===== src/rtl/sat_narrow_pkg.sv =====
// Shared types and saturation-bound helpers for the narrowing datapath.
package sat_narrow_pkg;

  localparam int unsigned NARROW_BITS = 6;
  localparam int unsigned HELPER_BITS = 32;

  typedef enum logic {
    NARROW_WRAP = 1'b0,
    NARROW_SAT  = 1'b1
  } narrow_mode_e;

  // Buffer entry; data width follows NARROW_BITS, so OUT_BITS must match it.
  typedef struct packed {
    logic [NARROW_BITS-1:0] data;
    logic                   ovf;
  } narrow_entry_t;

  // Largest positive value of a bits-wide two's complement field (0 then all 1s).
  function automatic logic [HELPER_BITS-1:0] sat_max(input int unsigned bits);
    return (HELPER_BITS'(1) << (bits - 1)) - HELPER_BITS'(1);
  endfunction

  // Most negative value of a bits-wide two's complement field (1 then all 0s).
  function automatic logic [HELPER_BITS-1:0] sat_min(input int unsigned bits);
    return HELPER_BITS'(1) << (bits - 1);
  endfunction

endpackage


===== src/rtl/sat_narrow_core.sv =====
// Combinational narrowing: fit test plus saturate-or-wrap of a 2*OUT_BITS value.
module narrow_core
  import sat_narrow_pkg::*;
#(
  parameter int unsigned OUT_BITS = NARROW_BITS
) (
  input  logic [2*OUT_BITS-1:0] in_data,
  input  logic                  sat_mode,
  output logic [OUT_BITS-1:0]   data_c,
  output logic                  ovf_c
);

  localparam int unsigned IN_BITS = 2 * OUT_BITS;

  logic [OUT_BITS:0] upper;
  logic              fits;
  narrow_mode_e      mode;

  // Value fits when the discarded bits all replicate the new sign bit.
  assign upper = in_data[IN_BITS-1:OUT_BITS-1];
  assign fits  = (&upper) || (~|upper);
  assign mode  = narrow_mode_e'(sat_mode);

  always_comb begin
    data_c = in_data[OUT_BITS-1:0];
    ovf_c  = 1'b0;
    if (!fits) begin
      ovf_c = 1'b1;
      if (mode == NARROW_SAT) begin
        data_c = in_data[IN_BITS-1] ? OUT_BITS'(sat_min(OUT_BITS))
                                    : OUT_BITS'(sat_max(OUT_BITS));
      end
    end
  end

endmodule


===== src/rtl/sat_narrow.sv =====
// Streaming narrowing unit: 2-entry output buffer, sticky overflow flag and counter.
module sat_narrow
  import sat_narrow_pkg::*;
#(
  parameter int unsigned OUT_BITS = NARROW_BITS,
  parameter int unsigned CNT_BITS = 8
) (
  input  logic                  clk,
  input  logic                  rst,
  input  logic                  in_valid,
  output logic                  in_ready,
  input  logic [2*OUT_BITS-1:0] in_data,
  input  logic                  sat_mode,
  output logic                  out_valid,
  input  logic                  out_ready,
  output logic [OUT_BITS-1:0]   out_data,
  output logic                  out_ovf,
  output logic                  ovf_sticky,
  input  logic                  clr_sticky,
  output logic [CNT_BITS-1:0]   ovf_count
);

  narrow_entry_t       new_entry;
  narrow_entry_t       slot0_q, slot0_n;
  narrow_entry_t       slot1_q, slot1_n;
  logic [1:0]          count_q, count_n;
  logic                sticky_n;
  logic [CNT_BITS-1:0] cnt_n;
  logic                push, pop;

  narrow_core #(.OUT_BITS(OUT_BITS)) u_core (
    .in_data  (in_data),
    .sat_mode (sat_mode),
    .data_c   (new_entry.data),
    .ovf_c    (new_entry.ovf)
  );

  assign push = in_valid && in_ready;
  assign pop  = out_valid && out_ready;

  // slot0 is always the head, so out_data/out_ovf come straight from a register.
  always_comb begin
    slot0_n = slot0_q;
    slot1_n = slot1_q;
    count_n = count_q;
    case (count_q)
      2'd0: begin
        if (push) begin
          slot0_n = new_entry;
          count_n = 2'd1;
        end
      end
      2'd1: begin
        if (push && pop) begin
          slot0_n = new_entry;
        end else if (push) begin
          slot1_n = new_entry;
          count_n = 2'd2;
        end else if (pop) begin
          count_n = 2'd0;
        end
      end
      default: begin
        if (pop) begin
          slot0_n = slot1_q;
          count_n = 2'd1;
        end
      end
    endcase
  end

  // Clear wins over a same-cycle overflow, which is then not counted.
  always_comb begin
    sticky_n = ovf_sticky;
    cnt_n    = ovf_count;
    if (clr_sticky) begin
      sticky_n = 1'b0;
      cnt_n    = '0;
    end else if (push && new_entry.ovf) begin
      sticky_n = 1'b1;
      if (ovf_count != {CNT_BITS{1'b1}}) begin
        cnt_n = ovf_count + CNT_BITS'(1);
      end
    end
  end

  always_ff @(posedge clk) begin
    if (rst) begin
      slot0_q    <= '0;
      slot1_q    <= '0;
      count_q    <= 2'd0;
      out_valid  <= 1'b0;
      in_ready   <= 1'b0;
      ovf_sticky <= 1'b0;
      ovf_count  <= '0;
    end else begin
      slot0_q    <= slot0_n;
      slot1_q    <= slot1_n;
      count_q    <= count_n;
      out_valid  <= (count_n != 2'd0);
      in_ready   <= (count_n != 2'd2);
      ovf_sticky <= sticky_n;
      ovf_count  <= cnt_n;
    end
  end

  assign out_data = slot0_q.data;
  assign out_ovf  = slot0_q.ovf;

endmodule


===== config.mk =====
export PLATFORM = sky130hd
export DESIGN_NAME = sat_narrow
export DESIGN_NICKNAME = d
export VERILOG_FILES = /design/src/rtl/sat_narrow_pkg.sv /design/src/rtl/sat_narrow_core.sv /design/src/rtl/sat_narrow.sv
export SDC_FILE = /design/constraint.sdc
export NUM_CORES = 1
export LEC_CHECK = 0
export BUFFER_PORTS_ARGS = -buffer_cell sky130_fd_sc_hd__buf_2
export CORE_ASPECT_RATIO = 1.75
export CORE_UTILIZATION = 50
export DETAILED_ROUTE_END_ITERATION = 8
export PLACE_DENSITY_LB_ADDON = 0.05
export SLEW_MARGIN = 15
export SYNTH_ARGS = -nofsm -noshare
export SYNTH_HDL_FRONTEND = slang
export SYNTH_SLANG_ARGS = --single-unit
export TNS_END_PERCENT = 30

===== constraint.sdc =====
create_clock -name clk -period 4.5 [get_ports clk]
set_clock_uncertainty 0.1 [all_clocks]
set_input_delay 0.225 -clock clk [delete_from_list [all_inputs] [get_ports clk]]
set_output_delay 0.225 -clock clk [all_outputs]
set_load 0.05 [all_outputs]

## Word-level counts from Yosys, hierarchy flattened

Cells that the tools add are included.

- Register bits after elaboration: 27
- Latch bits: 0
- Memory bits (writable): 0
- ROM bits: 0
- Input port bits: 18
- Output and inout bits: 18
- Logic and storage cells: 45
- Memories kept: 0

- Add/subtract/negate cells: 1
- $mul: 0
- Divide/modulo/power cells: 0
- Order comparisons: 0
- Equal/unequal tests: 5
- Shift-type cells: 0
- Multiplexer cells: 14
- Bitwise operators: 1
- Reduce and logical (&&, ||, !) cells: 15

Operators by type and width:

| cell | count |
|---|---|
| $mux W7 | 3 |
| $mux W6 | 3 |
| $pmux W7 S2 | 1 |
| $mux W2 | 5 |
| $add A8 B1 Y8 const B | 1 |
| $ne A8 B8 Y1 const B | 1 |
| $reduce_and A7 Y1 | 1 |
| $reduce_or A7 Y1 | 1 |
| $ne A2 B2 Y1 const B | 3 |
| $reduce_and A3 Y1 | 2 |
| $logic_and A1 B1 Y1 | 4 |
| $pmux W2 S2 | 1 |
| $reduce_bool A3 Y1 | 1 |
| $eq A2 B1 Y1 const B | 1 |
| $logic_not A2 Y1 | 1 |
| $reduce_and A2 Y1 | 1 |
| $reduce_bool A2 Y1 | 1 |
| $reduce_or A2 Y1 | 1 |
| $logic_not A1 Y1 | 1 |
| $logic_or A1 B1 Y1 | 1 |
| $mux W1 | 1 |
| $not A1 Y1 | 1 |

## Depth between registers and ports, before layout

- Depth after elaboration: 6
- Depth in mapped cells: 6
- Mapped depth without buffers: 6

## Modules after synthesis

Synthesis repeated with hierarchy kept, for this count alone.

- Cell total of the unflattened synthesis: 152
- Area total of the unflattened synthesis: 1346.3 um^2

Modules (own cells, without submodules):

| module | instances | cells an instance | area each (um^2) | sequential area each (um^2) |
|---|---|---|---|---|
| sat_narrow | 1 | 129 | 1187.4 | 540.5 |
| narrow_core | 1 | 23 | 158.9 | 0.0 |

## Least setup slack after synthesis

No wires, ideal clock.

- Kind: reg2reg
- Start: register out_valid
- End: register slot0_q (netlist bit out_data[0])
- Setup time: 0.133 ns
- Arrival: 1.667 ns
- Data required time: 4.267 ns
- Path slack: 2.600 ns
- Stages on the path, launching flop included: 6
- Path buffers: 0
- Clock period less this slack: 1.900 ns
- Path through: dfxtp_1 -> nand2_1 -> a21oi_1 -> or3b_4 -> a21oi_1 -> nor4_1

- Longest elaborated chain between the ends: 4
- Elaborated cells on any way between the ends: 5
- Those cells by class: eq/ne (1); reduce/logical (4)

RTL lines:

| what | line | source |
|---|---|---|
| start: declaration | sat_narrow.sv:14 | `output logic out_valid,` |
| start signal: assignment | sat_narrow.sv:100 | `out_valid <= (count_n != 2'd0);` |
| $logic_and A1 B1 Y1 (*) | sat_narrow.sv:39 | `assign pop = out_valid && out_ready;` |
| $logic_and A1 B1 Y1 | sat_narrow.sv:54 | `if (push && pop) begin` |
| $ne A2 B2 Y1 (no line) | - |  |
| $reduce_and A3 Y1 (no line) (*) | - |  |
| end signal: assignment | sat_narrow.sv:97 | `slot0_q <= slot0_n;` |
| end: declaration | sat_narrow.sv:24 | `narrow_entry_t slot0_q, slot0_n;` |

Every way passes the cells marked *; elsewhere a longest branch is shown, timed or not.
A chain may end at the register's enable or synchronous reset.

## Worst setup path after layout

- Start: register count_q[1]
- End: register slot0_q (netlist bit out_data[1])

- Longest elaborated chain between the ends: 3
- Elaborated cells on any way between the ends: 7
- Those cells by class: eq/ne (3); mux (1); reduce/logical (3)

RTL lines:

| what | line | source |
|---|---|---|
| start: declaration | sat_narrow.sv:26 | `logic [1:0] count_q, count_n;` |
| start signal: assignment | sat_narrow.sv:99 | `count_q <= count_n;` |
| $eq A2 B1 Y1 or $logic_not A2 Y1 (tied branches) | sat_narrow.sv:46 | `case (count_q)` |
| $ne A2 B2 Y1 (no line) or $reduce_bool A3 Y1 (tied branches) | - |  |
| $reduce_and A3 Y1 (no line) | - |  |

Several ways; a longest one is shown, not always the timed one.

==> results.txt <==
The flow ran to the end, and the final reports show no timing, DRC or antenna violations. The clock latency reported for the late side of the worst-skew pair is 260 ps. By area the synthesized netlist is led by sky130_fd_sc_hd__dfxtp_1 (42%), sky130_fd_sc_hd__a21oi_1 (7.8%), sky130_fd_sc_hd__nor2_1 (5.6%). The mean area per synthesized cell came out at 8.19 sq um.

On the worst path, the slowest cell contributes a delay of 490 ps. In this run the top signal layer used is met4. The filler cells instantiated in the layout total 225.

The largest net degree at the start of global routing is 20. The buffer depth of the longest clock path is 2. The top cell type's share of synthesized area came out at 42.3%.

The synthesized design contains 0 enable-type register cells. Routability-driven placement finished with a final weighted congestion of 0.725. Of all flip-flops after synthesis, the portion carrying an async set or reset was 0%. In this run the worst setup path begins at count_q[1]$_SDFF_PP0_. The first global-routing pass estimated 4400 um of wire. The deepest level of the CTS H-tree is 1. Of the cells placed in the final design, the portion with a size suffix greater than 1 is 25.9%. The worst voltage drop across the vdd grid came out at 0.264 mV.

The count of TritonRoute iterations in the first routing pass is 4. The maximum clock frequency is 0.478 GHz. The category of the worst setup path launch point is a flip-flop. The number of different library cells used by synthesis comes to 33. In this run the horizontal extent of the chip is 40.2 um.

The die area is 2770 sq um. The count of final max-slew check failures came out at 0. The final period utilization is 46.4%. In this run the critical register-to-register path is launched from count_q[1]$_SDFF_PP0_. Clock-pin slew was measured on the worst setup and hold paths at 90 ps.

The number of DRC violations after detailed-routing iteration 0 came out at 32. The worst hold slack came out at 123 ps. CTS saw 27 sinks. The worst pin sits at a relative slew slack of 60.4%. The number of hold buffers added after CTS came out at 0. The via count of the first global-routing pass came out at 1082.

The cell sitting at the root of the clock tree is a sky130_fd_sc_hd__clkbuf_8. The antenna diode instance count came out at 0. The post-detailed-routing wire length came out at 2890 um. After technology mapping, the gate count stands at 156.

The startpoint-to-endpoint class of the critical path is reg -> reg. The final count of hold timing violations is 0. In the layout the commonest cells are sky130_fd_sc_hd__buf_2 (35), sky130_fd_sc_hd__dfxtp_1 (27), sky130_fd_sc_hd__a21oi_1 (20). Summing internal, switching and leakage power gives 0.498 mW. The signal arrival time at the worst endpoint came out at 2140 ps.

Global routing finished with a remaining overflow of 0. The main flop type after synthesis is sky130_fd_sc_hd__dfxtp_1. The effective utilization at floorplan is 54.1%.

After detailed routing, the number of remaining DRC violations is 0. Traced cell by cell, the critical path runs through or2_2 -> a21oi_1 -> buf_4 -> or3b_4 -> a21oi_1 -> nor4_1. STA puts the critical path data required time at 4550 ps. The number of clock buffers inserted by TritonCTS is 3. The post-cts sizing count came out at 0.

The total number of yosys warnings came out at 0. The number of flip-flops and latches in the synthesized netlist came out at 27. The total area inside the core boundary comes to 2360 sq um.

The finished layout holds 214 standard cells, fillers aside. The max-cap violation count is 0. Setup violations remaining at the end of the flow were counted as 0. STA classifies the critical path endpoint as a flip-flop.

The met1 routed wirelength after detailed routing came out at 1200 um. The count of standard-cell rows is 23. After synthesis the cells add up to 1280 sq um.

The cell with the biggest individual delay on the critical path is sky130_fd_sc_hd__dfxtp_1. The total routing resource utilization after global routing is 22.5%. The setup TNS is 0 ps. By instance count, the cell type seen most on the critical path is sky130_fd_sc_hd__a21oi_1.

The half-perimeter wire length after detailed placement is 2260 um. The area growth from synthesis to layout is 18.2%. The number of vias per cell is 5.96. The wire length on met2 is 1560 um. The routed design uses 100 um of met3 wire. For the pin with the worst max-slew slack, the measured transition is 589 ps. The sequential-to-total area share from yosys stat is 42.3%.

The die is 68.9 um tall. The routed wire length per instance came out at 13.5 um. The library cell used most frequently in the layout, excluding fill and tap cells, is sky130_fd_sc_hd__buf_2. Of all cell types, the one taking the most synthesized area is sky130_fd_sc_hd__dfxtp_1. The number of cells in the design after placement came out at 210. The post-layout minimum cycle time is 2090 ps. The initial antenna violation count is 0.

Setup repair after global routing left no endpoint under its margin. The final route contains 1276 vias. In this run the worst hold path is classified as in -> reg. The number of buffers added on ports came out at 35. The total nets after synthesis is 175. The net count of the finished layout is 209. TritonCTS built the clock tree.

The highest fanout seen on the critical path came out at 18. The number of I/O pins is 36. The worst hold path begins at in_data[3].

The post-CTS repair timing setup buffer count came out at 0. The power per cell area came out at 330 nW/um^2. In this run the static leakage power is 0.629 nW. The remaining antenna violation count is 0.
[where the power goes]
group / total [mW] / internal (mW) / switching (mW)
Sequential: 0.261 / 0.252 / 0.00874
Clock: 0.134 / 0.0633 / 0.0712
Combinational: 0.103 / 0.0327 / 0.0704
[critical path, delay by kind of cell (launching register included)]
family | cells | cell delay [ps]
AO/OA/AOI/OAI | 2 | 310
buffers and inverters | 1 | 210
flip-flops | 1 | 490
AND/OR/NAND/NOR | 3 | 850
[kinds of logic (layout without fill, tap and decap cells)]
family	after synthesis	after routing	share of synthesized area, %
simple gates	71	71	30.6
compound gates	37	37	18.3
flops	27	27	42.3
buf+inv	16	49	4.70
mux	3	3	2.45
fa+ha+maj	1	1	0.979
xor+xnor	1	1	0.686
[Yosys cell counts (2+ instances only)]
| library cell | n |
|---|---|
| sky130_fd_sc_hd__a21oi_1 | 20 |
| sky130_fd_sc_hd__or2_2 | 4 |
| sky130_fd_sc_hd__nor3_1 | 5 |
| sky130_fd_sc_hd__o31ai_1 | 3 |
| sky130_fd_sc_hd__and3_1 | 5 |
| sky130_fd_sc_hd__nand3_1 | 5 |
| sky130_fd_sc_hd__clkbuf_1 | 7 |
| sky130_fd_sc_hd__a221oi_1 | 5 |
| sky130_fd_sc_hd__nor2_1 | 19 |
| sky130_fd_sc_hd__or4_1 | 3 |
| sky130_fd_sc_hd__o21ai_0 | 3 |
| sky130_fd_sc_hd__mux2i_1 | 2 |
| sky130_fd_sc_hd__nor4_1 | 8 |
| sky130_fd_sc_hd__nand2_1 | 11 |
| sky130_fd_sc_hd__inv_1 | 9 |
| sky130_fd_sc_hd__or4_4 | 2 |
| sky130_fd_sc_hd__nand4_1 | 3 |
| sky130_fd_sc_hd__dfxtp_1 | 27 |
[state kept, by name, summed over array words and instances (netlist names)]
| register | count |
|---|---|
| out_valid | 1 |
| ovf_count | 8 |
| in_ready | 1 |
| out_ovf | 1 |
| slot1_q | 7 |
| ovf_sticky | 1 |
| out_data | 6 |
| count_q | 2 |
[final timing paths]
kind                                    to  slack [ps]  depth (start not counted)
setup reg to reg  out_data[1]$_SDFFE_PP0P_        2410                          6
hold reg to reg    ovf_sticky$_SDFFE_PP0P_         370                          2
hold / removal     slot1_q[4]$_SDFFE_PP0P_         120                          3
setup / recovery  out_data[1]$_SDFFE_PP0P_        2410                          6
[through the flow]
step | utilization, % | worst slack, ps | instance area, sq um
after global placement | 62.1 | 2470 | 1470
after detailed placement | 62.1 | 2450 | 1470
after global routing | 64.0 | 2300 | 1510
after CTS | 64.0 | 2440 | 1510
final | 64.0 | 2410 | 1510
after floorplan | - | 2600 | 1280
[metal layers]
metal / up-vias / GRT usage (%)
li1: 639 / -
met1: 598 / 24.3
met2: 35 / 41.3
met3: 4 / 2.88
met4: 0 / 8.75
met5: - / 0
[final cells by class]
class	count	area, sq um	share of cell area [%]
clock buffer	4	45.0	2.98
tap	25	31.3	2.07
timing repair buffer	36	183	12.1
multi-input combinational	113	677	44.8
sequential	27	541	35.8
inverter	9	33.8	2.24
Note: power is estimated with default switching activity, not from simulation.
